<file path="src/rtl/present_pkg.sv">
// present_pkg: PRESENT nibble substitution tables, FSM encoding and round-count helper.
package present_pkg;

    // Entry n of each table sits at bits [4n+3:4n].
    localparam logic [63:0] SBOX_FWD = 64'h21748FE3DA09B65C;
    localparam logic [63:0] SBOX_INV = 64'hA970364BD21C8FE5;

    typedef enum logic [1:0] {IDLE, BUSY, DONE} state_t;

    function automatic int rounds(input int width, input int lanes);
        return width / 4 / lanes;
    endfunction

endpackage

</file>
<file path="src/rtl/present_sbox4.sv">
// present_sbox4: combinational 4-bit PRESENT S-box with forward/inverse select.
module present_sbox4
    import present_pkg::*;
(
    input  logic [3:0] nib,
    input  logic       inv,
    output logic [3:0] sub
);

    assign sub = inv ? SBOX_INV[{nib, 2'b00} +: 4] : SBOX_FWD[{nib, 2'b00} +: 4];

endmodule

</file>
<file path="src/rtl/present_sbox_layer.sv">
// present_sbox_layer: sequential PRESENT S-box layer, LANES nibbles per cycle,
// rotating the state so the original nibble order returns after ROUNDS cycles.
module present_sbox_layer
    import present_pkg::*;
#(
    parameter int WIDTH = 64,
    parameter int LANES = 4
) (
    input  logic             clk,
    input  logic             rst_n,
    input  logic             in_valid,
    output logic             in_ready,
    input  logic [WIDTH-1:0] in_data,
    input  logic             in_inv,
    output logic             out_valid,
    input  logic             out_ready,
    output logic [WIDTH-1:0] out_data,
    output logic             busy
);

    localparam int ROUNDS = rounds(WIDTH, LANES);
    localparam int CW     = ROUNDS > 1 ? $clog2(ROUNDS) : 1;
    localparam int SW     = 4 * LANES;

    state_t           state;
    logic [WIDTH-1:0] sreg;
    logic [WIDTH-1:0] sreg_nxt;
    logic [SW-1:0]    sub;
    logic             inv_q;
    logic [CW-1:0]    cnt;

    for (genvar i = 0; i < LANES; i++) begin : g_lane
        present_sbox4 u_sbox (.nib(sreg[4*i +: 4]), .inv(inv_q), .sub(sub[4*i +: 4]));
    end

    // Substituted low nibbles re-enter at the top; a full-width shift is zero when ROUNDS==1.
    assign sreg_nxt = (sreg >> SW) | (WIDTH'(sub) << (WIDTH - SW));
    assign in_ready = (state == IDLE) || (state == DONE && out_ready);

    always_ff @(posedge clk or negedge rst_n) begin
        if (!rst_n) begin
            state     <= IDLE;
            sreg      <= '0;
            inv_q     <= 1'b0;
            cnt       <= '0;
            out_valid <= 1'b0;
            out_data  <= '0;
            busy      <= 1'b0;
        end else begin
            case (state)
                BUSY: begin
                    sreg <= sreg_nxt;
                    cnt  <= cnt + 1'b1;
                    if (cnt == CW'(ROUNDS - 1)) begin
                        state     <= DONE;
                        busy      <= 1'b0;
                        out_valid <= 1'b1;
                        out_data  <= sreg_nxt;
                    end
                end
                IDLE, DONE: begin
                    if (in_valid && in_ready) begin
                        state     <= BUSY;
                        busy      <= 1'b1;
                        out_valid <= 1'b0;
                        sreg      <= in_data;
                        inv_q     <= in_inv;
                        cnt       <= '0;
                    end else if (state == DONE && out_ready) begin
                        state     <= IDLE;
                        out_valid <= 1'b0;
                    end
                end
                default: state <= IDLE;
            endcase
        end
    end

endmodule

</file>
<file path="config.mk">
export PLATFORM = sky130hd
export DESIGN_NAME = present_sbox_layer
export DESIGN_NICKNAME = d
export VERILOG_FILES = /design/src/rtl/present_pkg.sv /design/src/rtl/present_sbox4.sv /design/src/rtl/present_sbox_layer.sv
export SDC_FILE = /design/constraint.sdc
export NUM_CORES = 1
export LEC_CHECK = 0
export ABC_CLOCK_PERIOD_IN_PS = 2130
export BUFFER_PORTS_ARGS = -buffer_cell sky130_fd_sc_hd__buf_2
export CAP_MARGIN = 40
export CORE_ASPECT_RATIO = 0.8
export CORE_MARGIN = 2
export CORE_UTILIZATION = 51
export DETAILED_ROUTE_END_ITERATION = 12
export PLACE_DENSITY = 0.78
export SYNTH_ARGS = -nofsm -noshare
export SYNTH_HDL_FRONTEND = slang
export SYNTH_HIERARCHICAL = 1
export SYNTH_SLANG_ARGS = --single-unit
</file>
<file path="constraint.sdc">
create_clock -name clk -period 2.13 [get_ports clk]
set_input_delay 0.3195 -clock clk [delete_from_list [all_inputs] [get_ports clk]]
set_output_delay 0.3195 -clock clk [all_outputs]
set_load 0.02 [all_outputs]
</file>
# Word level (Yosys, flattened, before mapping)
# Cells that the tools add are included.
[totals] regBits=135 elab_cells=54 out_inout_bits=67 inputBits=69
[classes] n_mux=19 reduce_logical=12 n_eq_ne=6 n_shift=8 n_bitwise=1 add_sub_neg=1
[ops] cell="variable part select 64 x 7 -> 4 bit, first input constant" count=8
[ops] cell="case mux 64 bit (2 select lines)" count=1
[ops] cell="2-to-1 mux 64 bit" count=1
[ops] cell="bitwise OR 48 x 64 -> 64 bit" count=1
[ops] cell="2-to-1 mux 4 bit" count=4
[ops] cell="2-to-1 mux 2 bit" count=4
[ops] cell="case mux 2 bit (2 select lines)" count=2
[ops] cell="AND reduction 2 bit" count=4
[ops] cell="AND reduction 3 bit" count=2
[ops] cell="2-to-1 mux 1 bit" count=5
[ops] cell="equality test 2 bit, second input constant" count=2
[ops] cell="!= test 2 bit, second input constant" count=2
[ops] cell="case mux 1 bit (2 select lines)" count=2
[ops] cell="!= test 3 bit, second input constant" count=1
[ops] cell="adder 2 x 1 -> 2 bit, second input constant" count=1
[ops] cell="equality test 2 x 1 -> 1 bit, second input constant" count=1
[ops] cell="logical AND 1 bit" count=2
[ops] cell="zero test 2 bit" count=1
[ops] cell="nonzero test 2 bit" count=1
[ops] cell="OR reduction 2 bit" count=1
[ops] cell="logical OR 1 bit" count=1

# Depth between registers and ports, before layout
[depth] depth_word=6 ltp_mapped=7 depth_no_buf=7

# Cells and area by module
# Netlist, hierarchy kept.
[modules_own_cells] mod="present_sbox_layer" n_inst=1 area_per_inst_um2=6093.3 seq_area_each_um2=3378.2 cells_per_inst=374
[modules_own_cells] mod="present_sbox4" n_inst=4 area_per_inst_um2=336.6 seq_area_each_um2=0.0 cells_per_inst=40

# Worst setup path before layout
# Ideal clock, no wire load.
[synth_timing] path_type="register -> register" startpoint="reg inv_q" endpoint="reg sreg[52]" synth_period_minus_slack_ps=2335 stages_incl_launch_ff=8 arrival_time_ps=2211 path_buffers=0 path_slack_ps=-205 setup_time_ps=125 required_time_ps=2005 cell_sequence="dfrtp_1 > inv_1 > ha_1 > or2_2 > a31oi_1 > a211oi_1 > mux2_2 > mux2_2"
[synth_between] elab_chain_cells=3
[synth_rtl] item="from (decl)" line_no="present_sbox_layer.sv:29" source="logic inv_q;"
[synth_rtl] item="from (signal assigned)" line_no="present_sbox_layer.sv:67" source="inv_q <= in_inv;"
[synth_rtl] item="2-to-1 mux 4 bit" line_no="present_sbox4.sv:10" source="assign sub = inv ? SBOX_INV[{nib, 2'b00} +: 4] : SBOX_FWD[{nib, 2'b00} +: 4];"
[synth_rtl] item="bitwise OR 48 x 64 -> 64 bit" line_no="present_sbox_layer.sv:37" source="assign sreg_nxt = (sreg >> SW) | (WIDTH'(sub) << (WIDTH - SW));"
[synth_rtl] item="via sreg_nxt[52]" line_no="present_sbox_layer.sv:27" source="logic [WIDTH-1:0] sreg_nxt;"
[synth_rtl] item="case mux 64 bit (2 select lines)" line_no="present_sbox_layer.sv:50" source="case (state)"
[synth_rtl] item="to (signal assigned)" line_no="present_sbox_layer.sv:52" source="sreg <= sreg_nxt;"
[synth_rtl] item="to (signal assigned)" line_no="present_sbox_layer.sv:66" source="sreg <= in_data;"
[synth_rtl] item="to (decl)" line_no="present_sbox_layer.sv:26" source="logic [WIDTH-1:0] sreg;"
# The timed path passes the listed nets, and every way through them passes these cells.
# A chain may end at the register's enable or synchronous reset.

# Worst setup path after layout
[layout_timing] startpoint="reg inv_q" endpoint="reg sreg[48]"
# Same word-level chain as after synthesis.

==> results by group <==
Worst setup path
  – Critical-path maximum fanout: 8
  – Kind of end point of the critical path: register
  – Delay of the slowest cell on the worst path: 0.47 ns
  – Critical Setup Path Class: register to register
  – Crit path launch type: register
  – Required time reported for the critical path endpoint: 2.43 ns
  – Sequence of cells on the critical path: inv_1, ha_2, or2_2, a31oi_1, a211oi_1, mux2_2, mux2_2
  – Cell with the biggest individual delay on the critical path: sky130_fd_sc_hd__dfrtp_2
  – Worst Path Arrival: 2.36 ns
  – Most common cell type on the critical path: sky130_fd_sc_hd__mux2_2

Clock network
  – Clock slew seen by the registers of the worst setup and hold paths: 0.06 ns
  – Clock root buffer master: sky130_fd_sc_hd__clkbuf_16
  – Clock tree sinks: 135
  – Number of H-tree branching levels: 4
  – Clk Latency, worst-skew pair: 0.42 ns
  – CTS buffer count: 17
  – Number of buffers on the longest clock path: 2
  – TritonCTS clock tree: built

Floorplan
  – Die X-Extent: 139 um
  – Core Footprint: 0.0142 mm2
  – Initial standard-cell utilization of the core: 52.2%
  – Total die area: 0.0156 mm2
  – Count of standard-cell rows: 39
  – Die height: 112 um
  – Ports placed on the boundary: 136

Finish
  – Area of combinational cells with multiple inputs: 0.00373 mm2
  – Most frequent cells in the layout: sky130_fd_sc_hd__mux2_2, sky130_fd_sc_hd__buf_2, sky130_fd_sc_hd__dfrtp_1, sky130_fd_sc_hd__mux2_4, sky130_fd_sc_hd__ha_1
  – Number of filler instances in the final layout: 1111
  – Antenna cell count: 0
  – Register area: 0.00338 mm2
  – Proportion of layout cells with a drive suffix above 1: 58.8%
  – Post-layout instance area: 0.00886 mm2
  – Area growth syn-to-layout: 19.1%
  – Most common cell after layout, fill and taps aside: sky130_fd_sc_hd__mux2_2
  – Net total in the final layout: 774

Timing
  – Minimum hold slack: 0.156 ns
  – Number of pins with negative max-slew slack in the final report: 0
  – Final hold violation count: 0
  – Count of final setup violators: 0
  – Worst slew margin relative to its limit: 62.4%
  – Clock skew: 0.00680 ns
  – Maximum frequency from static timing analysis: 487 MHz
  – Worst-margin pin slew: 0.564 ns
  – Fin crit share: 96.4%
  – Clock period minus final worst setup slack: 2.05 ns
  – Setup repair after global routing missed its margin: yes

Yosys
  – Yosys warns: 6
  – EDFF count, synth: 0
  – Cell area after synthesis: 0.00744 mm2
  – Sequential area share after synthesis: 45.4%
  – Synthesized net count: 636
  – Flip-flop and latch count after synthesis: 135
  – Number of cells produced by synthesis: 534
  – Mean Syn Cell Area: 13.9 um2
  – Dominant register cell in the synthesized netlist: sky130_fd_sc_hd__dfrtp_1
  – Count of cell types in the netlist: 30
  – Post-synth ARST share: 100%

Pwr
  – Leakage component of the power: 4.18 nW
  – Power per Cell Area: 1870 mW/mm2
  – Peak VDD IR: 1.30 mV

GRT
  – Via count of the first global-routing pass: 5060
  – Maximum number of pins on one net before global-route repair: 65
  – GRT Total Usage: 20.7%
  – Antenna violations before repair: 0
  – Aggregate global routing overflow: 0
  – Global-route wire length before repair: 25.8 mm

Placement
  – Total placed instance area: 0.00822 mm2
  – Post-detailed-placement half-perimeter wirelength: 10.6 mm
  – RePlAce Congestion: 0.847
  – IO buf count: 135

Drt
  – DR iter-0 viols: 254
  – DRT Pass-1 Iters: 4
  – Vias: 4714
  – Residual DRC: 0
  – Drt total wl: 15.7 mm
  – Detailed-route vias per instance: 5.42
  – Count of nets left with antenna violations after detail routing: 0
  – Post-DR wirelength/cell: 18.0 um

Run
  – Count of max-cap constraint violations: 0

Status
  – Run status: finished clean

Worst hold path
  – Worst min-delay path class: input port to register
-- cell families (layout without fill, tap and decap cells) --
| family | Yosys count | in the layout | share of synthesized area (%) |
|---|---|---|---|
| AOI/OAI and AO/OA | 44 | 44 | 4.62 |
| xor gates and xnor gates | 9 | 9 | 1.06 |
| adders and majority gates | 33 | 33 | 5.55 |
| buffers and inverters | 42 | 193 | 4.83 |
| DFF | 135 | 135 | 45.4 |
| muxes | 210 | 210 | 34.1 |
| and+or+nand+nor | 61 | 61 | 4.42 |
-- state kept, by name (all words and copies together), names as in the netlist --
register   flops
busy           1
cnt            2
inv_q          1
out_data      64
out_valid      1
sreg          64
state          2
-- cell usage after synthesis (5+ instances only) --
| library cell | count | share of area [%] |
|---|---|---|
| sky130_fd_sc_hd__a211oi_1 | 8 | 0.81 |
| sky130_fd_sc_hd__a22o_1 | 6 | 0.71 |
| sky130_fd_sc_hd__buf_2 | 8 | 0.54 |
| sky130_fd_sc_hd__buf_6 | 25 | 3.8 |
| sky130_fd_sc_hd__dfrtp_1 | 135 | 45 |
| sky130_fd_sc_hd__ha_1 | 33 | 5.6 |
| sky130_fd_sc_hd__inv_1 | 8 | 0.40 |
| sky130_fd_sc_hd__mux2_2 | 156 | 24 |
| sky130_fd_sc_hd__mux2_4 | 38 | 7.7 |
| sky130_fd_sc_hd__mux2i_1 | 12 | 1.6 |
| sky130_fd_sc_hd__nand2_1 | 15 | 0.76 |
| sky130_fd_sc_hd__nand3b_1 | 5 | 0.50 |
| sky130_fd_sc_hd__nor2_1 | 19 | 0.96 |
| sky130_fd_sc_hd__nor2b_1 | 6 | 0.50 |
| sky130_fd_sc_hd__o21ai_0 | 9 | 0.61 |
| sky130_fd_sc_hd__xnor2_1 | 9 | 1.1 |
-- routing by layer --
layer | GRT usage, % | share of wire, % | vias to the layer above
li1 | - | - | 2199
met5 | 0 | 0 | -
met2 | 33.7 | 47 | 115
met1 | 27.3 | 47 | 2386
met3 | 5.93 | 5.2 | 14
met4 | 6.40 | 1.1 | 0
-- worst max-delay path, delay by kind of cell (launching register included) --
| kind | cells | cell delay (ns) |
|---|---|---|
| compound gates | 2 | 0.21 |
| fa+ha+maj | 1 | 0.30 |
| buf+inv | 1 | 0.11 |
| flops | 1 | 0.47 |
| mux | 2 | 0.55 |
| simple gates | 1 | 0.30 |
-- path summary, 6_finish.rpt --
kind / to / cells after the start / slack, ns / start
max: sreg[48] / 7 / 0.08 / inv_q
min: inv_q / 2 / 0.16 / in_inv
max reg2reg: sreg[48] / 7 / 0.08 / inv_q
min reg2reg: out_data[38] / 1 / 0.50 / out_data[38]
max in group asynchronous: out_data[8] / 3 / 1.05 / rst_n
min in group asynchronous: out_data[45] / 2 / 0.43 / rst_n
-- stage by stage --
stage | utilization [%] | total power [mW] | instances | worst slack (ns) | setup TNS [ns]
floorplan | - | 11.6 | 534 | 0.00612 | 0
global placement | 57.7 | 13.1 | 836 | 0.120 | 0
detailed placement | 57.7 | 13.5 | 836 | 0.0368 | 0
CTS | 62.1 | 16.6 | 869 | 0.0267 | 0
global route | 62.2 | 17.6 | 869 | -0.0117 | -0.0230
finish | 62.2 | 16.6 | 869 | 0.0759 | 0
-- cell type report --
class / count / area share (%)
Inverter: 8 / 0.339
Clock buffer: 24 / 5.77
Timing Repair Buffer: 153 / 9.95
Clock inverter: 8 / 1.04
Tap cell: 184 / 2.60
Multi-Input combinational cell: 357 / 42.1
Sequential cell: 135 / 38.2
-- timing repair --
item	4_1_cts	5_1_grt
gates resized for setup	1	4
hold endpoints to repair	50	0
hold buffers	1	0
setup buffers	0	0
endpoints found under the setup margin	1	3
-- power breakdown --
| part | switching (mW) | total, mW | leakage, nW | internal, mW |
|---|---|---|---|---|
| Combinational | 3.69 | 8.28 | 2.30 | 4.59 |
| Sequential | 1.38 | 5.33 | 1.58 | 3.94 |
| Clock | 1.09 | 2.99 | 0.302 | 1.90 |
| Total | 6.16 | 16.6 | 4.18 | 10.4 |
Power figures use the tool's default switching activity.
